## src/rtl/alu_sequencer.sv

```systemverilog
// alu_sequencer: multi-cycle initiator that reads two registers, drives the
// ALU, and writes back the result or updates sticky compare flags.
// Ports:
//   clk, reset                      clock, async active-high reset
//   cmd_valid/cmd_ready             command handshake
//   cmd_op/ctrl/dst/src             opcode, ALU control, dst/src registers
//   rf_raddr_a/b, rf_rdata_a/b      register-file read port
//   alu_op1/op2/op/ctrl             ALU inputs
//   alu_result/equal/less           ALU outputs
//   rf_we/waddr/wdata               register-file write port
//   flag_eq/flag_lt                 sticky compare flags
//   done, op_count                  completion pulse, completed-op counter
module alu_sequencer #(
  parameter int DW = 8,
  parameter int AW = 3,
  parameter int CW = 8
) (
  input  logic          clk,
  input  logic          reset,
  input  logic          cmd_valid,
  output logic          cmd_ready,
  input  logic [2:0]    cmd_op,
  input  logic [1:0]    cmd_ctrl,
  input  logic [AW-1:0] cmd_dst,
  input  logic [AW-1:0] cmd_src,
  output logic [AW-1:0] rf_raddr_a,
  output logic [AW-1:0] rf_raddr_b,
  input  logic [DW-1:0] rf_rdata_a,
  input  logic [DW-1:0] rf_rdata_b,
  output logic [DW-1:0] alu_op1,
  output logic [DW-1:0] alu_op2,
  output logic [2:0]    alu_op,
  output logic [1:0]    alu_ctrl,
  input  logic [DW-1:0] alu_result,
  input  logic          alu_equal,
  input  logic          alu_less,
  output logic          rf_we,
  output logic [AW-1:0] rf_waddr,
  output logic [DW-1:0] rf_wdata,
  output logic          flag_eq,
  output logic          flag_lt,
  output logic          done,
  output logic [CW-1:0] op_count
);

  localparam logic [1:0] IDLE = 2'd0;
  localparam logic [1:0] READ = 2'd1;
  localparam logic [1:0] EXEC = 2'd2;
  localparam logic [1:0] WB   = 2'd3;

  localparam logic [CW-1:0] ONE = CW'(1);

  logic [1:0]    state;
  logic [2:0]    op_q;
  logic [1:0]    ctrl_q;
  logic [AW-1:0] dst_q;
  logic          is_cmp;

  // SLT, SLTE and EQ occupy the top three opcodes
  assign is_cmp    = (op_q == 3'b101) |
                     (op_q == 3'b110) |
                     (op_q == 3'b111);
  assign cmd_ready = (state == IDLE);

  always_ff @(posedge clk or posedge reset) begin
    if (reset) begin
      state      <= IDLE;
      op_q       <= '0;
      ctrl_q     <= '0;
      dst_q      <= '0;
      rf_raddr_a <= '0;
      rf_raddr_b <= '0;
      alu_op1    <= '0;
      alu_op2    <= '0;
      alu_op     <= '0;
      alu_ctrl   <= '0;
      rf_we      <= 1'b0;
      rf_waddr   <= '0;
      rf_wdata   <= '0;
      flag_eq    <= 1'b0;
      flag_lt    <= 1'b0;
      done       <= 1'b0;
      op_count   <= '0;
    end else begin
      done  <= 1'b0;
      rf_we <= 1'b0;
      unique case (state)
        IDLE: begin
          if (cmd_valid) begin
            op_q       <= cmd_op;
            ctrl_q     <= cmd_ctrl;
            dst_q      <= cmd_dst;
            rf_raddr_a <= cmd_dst;
            rf_raddr_b <= cmd_src;
            state      <= READ;
          end
        end
        READ: begin
          alu_op1  <= rf_rdata_a;
          alu_op2  <= rf_rdata_b;
          alu_op   <= op_q;
          alu_ctrl <= ctrl_q;
          state    <= EXEC;
        end
        EXEC: begin
          rf_wdata <= alu_result;
          if (is_cmp) begin
            flag_eq <= alu_equal;
            flag_lt <= alu_less;
          end
          // done/rf_we are registered so they appear in the WB cycle
          done     <= 1'b1;
          rf_we    <= ~is_cmp;
          rf_waddr <= dst_q;
          op_count <= op_count + ONE;
          state    <= WB;
        end
        WB: begin
          state <= IDLE;
        end
        default: state <= IDLE;
      endcase
    end
  end

endmodule

```

## config.mk

```make
export PLATFORM = sky130hd
export DESIGN_NAME = alu_sequencer
export DESIGN_NICKNAME = d
export VERILOG_FILES = /design/src/rtl/alu_sequencer.sv
export SDC_FILE = /design/constraint.sdc
export NUM_CORES = 1
export LEC_CHECK = 0
export CORE_MARGIN = 2
export CORE_UTILIZATION = 50
export DETAILED_ROUTE_END_ITERATION = 8
export DONT_BUFFER_PORTS = 1
export HOLD_SLACK_MARGIN = 0.06
export MAX_ROUTING_LAYER = met4
export SLEW_MARGIN = 20
export SYNTH_ARGS = -nofsm -noshare
export SYNTH_HDL_FRONTEND = slang
export SYNTH_SLANG_ARGS = --single-unit
```

## constraint.sdc

```tcl
create_clock -name clk -period 2.36 [get_ports clk]
set_input_delay 0.354 -clock clk [delete_from_list [all_inputs] [get_ports clk]]
set_output_delay 0.354 -clock clk [all_outputs]
set_load 0.05 [all_outputs]
```

After elaboration in Yosys (flattened, before gate mapping). Cells that the tools add are included.

Register bits: 57. Output and inout bits: 51.

Add/sub/neg operators: 1. Equality and inequality tests: 7. Multiplexer cells: 4. Bitwise gates (word level): 3. Reductions and logical operators: 3.

Operators by type and width (number): 3-bit equality test, second input constant (3); 8-bit by 1-bit adder with 8-bit output, second input constant (1); 2-bit one-hot mux with 4 select lines (1); 2-bit equality test, second input constant (2); 2-bit AND reduction (2); 2-bit by 1-bit equality test with 1-bit output, second input constant (1); 2-bit logical NOT (1); 1-bit two-way mux (2); 2-bit two-way mux (1); 2-bit inequality test, second input constant (1); 1-bit bitwise OR (2); 1-bit NOT (1).

Depth between registers and ports, before layout.
Depth after elaboration: 5. Depth in mapped cells: 6. Depth with buffers taken out: 5.

Worst setup path before layout. OpenSTA, ideal clock, no wires.

Kind: flip-flop to flip-flop. Start point: reg state[0]. End point: reg ctrl_q[0]. Setup time: 125 ps. Data arrival time: 1565 ps. Data required time: 2235 ps. Path slack: 671 ps. Cell stages (with the launch flop): 6. Path buffers: 1. Path through: dfrtp_1 > inv_1 > ha_1 > nand2_1 > buf_4 > mux2_2.

Word-level cells in the longest chain between the ends: 2.

RTL lines: from (decl) (line 53) `logic [1:0] state;`; from (signal assigned) (line 67) `state <= IDLE;`; from (signal assigned) (line 95) `state <= READ;`; from (signal assigned) (line 103) `state <= EXEC;`; 2-bit logical NOT; named net cmd_ready (line 21) `output logic cmd_ready,`; 2-bit AND reduction (no source line); to (signal assigned) (line 91) `ctrl_q <= cmd_ctrl;`; to (decl) (line 55) `logic [1:0] ctrl_q;`.

The timed path passes the listed nets, and every way through them passes these cells. A chain may end at the register's enable or synchronous reset.

Worst setup path after layout.
Start point: reg state[0]. End point: reg rf_wdata[0].

Word-level cells in the longest chain between the ends: 1.

RTL lines: 2-bit equality test (line 87) `unique case (state)`; to (signal assigned) (line 106) `rf_wdata <= alu_result;`; to (decl) (line 39) `output logic [DW-1:0] rf_wdata,`.

Every way passes these cells.

==> run metrics <==
Syn Area/Cell 15.71 um2; Synth Cell Area 2215 um2; RSZ-0062 raised after global routing no; Setup TNS 0 ps; Crit path max-delay family flip-flops; min Tclk post-route 1627 ps; area leader, netlist dfrtp_1; critical path type register to register; YS warnings 0; clk_lat worst skew around 320 ps; Tightest Pin Transition 613.5 ps; Top FF cell, synth dfrtp_1; Final Cycle Share 68.95%; largest net degree at the start of global routing 30; Final Max Slew Viols 0; Hold WC Path Type primary input to register; Final HPWL DP ~2700 um; Syn Inst Count 141; post-route insts no fill 210; Clock Skews just under 6 ps; Max Cap Viol 0; Layout Nets 197; CTS Buffer Depth 2; Post-synth EDFFs 0; Finished Core Util 57.44%; layout cells sized above 1 a little over two fifths; Clock Pin Slew Worst Setup and Hold Paths ~60 ps; Hold Fails Final Rpt 0; Post-CTS Resized 0; critical path fanouts, max 12; Synth top cells by count dfrtp_1 (57), mux2_2 (46), nand2_1 (5); Worst path max stage delay roughly 390 ps; sequential fraction of the synthesis area 64.41%; Placer Congestion about 0.69; wirelength, routed 3820 um; CP arrival roughly 1800 ps; clock sinks 57; IO Count 91; Buf+Inv Stages, Crit Path 2; # fillers 366; worst path required time ~2600 ps; Pre-Repair DR Iteration Count 4; Critical Path Source Type register; CTS tree yes; DR vias/cell approximately 5.6; H-tree levels 3; Layout area overhead 12.15%; Die Wd between 70 and 80 um; Vias 1168; crit path capture type register; Total GRT Usage 16.93%; Ant. Diodes 0; drt drc 0; Die Area 4977 um2; CTS root buf clkbuf_8; initial antenna violation count 0; top cells by area, synth dfrtp_1 (64%), mux2_2 (23%), ha_1 (2.3%); Synth async-reset ratio 100.0%; placement row count 24; CP max stage cell dfrtp_1; post-route ant nets 0; DR iter-0 viols 23; status complete, no violations; top-count cell post-synth dfrtp_1; Yosys cell types 19; Placed Cells 193; core area about 4300 um2; WL/cell approximately 18 um; Max Clock Freq 614.5 MHz; first-pass GRT wire length 6134 um; vias in the first global route 1284; initial core utilization just over 50%; final setup fails 0; syn nets 185; PortBufs 0; CP cell instances inv_1 -> ha_1 -> buf_4 -> mux2_2; Max-Slew Margin vs Limit a little under 60%; Overflow after GRT 0; CTS buffer count 9; die height around 71 um; Yosys top cell area share 64.41%; Yosys reg bits 57
## per-stage QoR
stage               hold WS, ps  area, um2  setup WS, ps
finish                    112.6       2484         732.7
global placement          320.5       2281         790.3
global route              101.7       2484         626.9
floorplan                 440.3       2215         606.4
detailed placement        337.8       2281         728.0
CTS                       94.10       2484         723.0
## layout by cell type, fill, tap and decap left out, types with 2 or more instances in the layout
master    netlist  layout
dfrtp_1        57      57
xnor2_1         3       3
o21ai_0         2       2
inv_1           4       3
clkinv_2        0       2
nand2_1         5       5
ha_1            4       4
nor2_1          4       4
xor2_1          4       4
mux2_2         46      46
clkbuf_8        0      13
buf_4           2       5
## what timing repair did
item	in CTS	in global routing
hold buffers	1	0
endpoints found under the hold margin	27	0
buffers inserted	0	0
## path summary, 6_finish.rpt
| kind | startpoint | end | slack, ps | cells past startpoint |
|---|---|---|---|---|
| worst min-delay path | cmd_valid | state[1]$_DFFE_PP0P_ | 110 | 1 |
| max in group asynchronous | reset | alu_op2[6]$_DFFE_PP0N_ | 1150 | 3 |
| worst min register to register | ctrl_q[1]$_DFFE_PP0P_ | alu_ctrl[1]$_DFFE_PP0N_ | 510 | 1 |
| min in group asynchronous | reset | alu_op1[4]$_DFFE_PP0N_ | 570 | 2 |
| worst max register to register | state[0]$_DFFE_PP0P_ | rf_wdata[0]$_DFFE_PP0P_ | 730 | 4 |
| worst max-delay path | state[0]$_DFFE_PP0P_ | rf_wdata[0]$_DFFE_PP0P_ | 730 | 4 |
## state kept, by name (all words and copies together), names as in the netlist, 2 cells and up
name,flops
rf_raddr_a,3
alu_ctrl,2
alu_op1,8
alu_op2,8
rf_waddr,3
rf_raddr_b,3
state,2
op_q,3
alu_op,3
ctrl_q,2
rf_wdata,8
op_count,8
## cell type report
cell class	count	area [um2]	area share, %
clock buffer	14	182.7	7.355
multi-input combinational	75	737.0	29.67
tap	52	65.06	2.620
clock inverter	2	10.01	0.4030
sequential	57	1426	57.43
inverter	4	15.01	0.6045
timing repair buffer	6	47.55	1.914
## per-layer routing
metal	share of wire [%]	global-route usage, %	wire, um	up-vias
met5	0	-	0	-
met4	2.0	9.434	78	0
met3	9.2	6.553	350	9
met2	49	25.68	1853	63
met1	40	19.36	1538	585
li1	-	-	-	511
## kinds of logic after synthesis
group | count (synthesis) | synth area share, %
AO/OA/AOI/OAI | 5 | 1.356
XOR/XNOR | 7 | 2.768
adder cells (fa/ha/maj) | 4 | 2.260
buffers and inverters | 9 | 2.316
flip-flops | 57 | 64.41
multiplexers | 46 | 23.39
AND/OR/NAND/NOR | 13 | 3.503
Power is not shown: default switching activity piles up to over one toggle a cycle in this logic, so the estimate is an artifact.
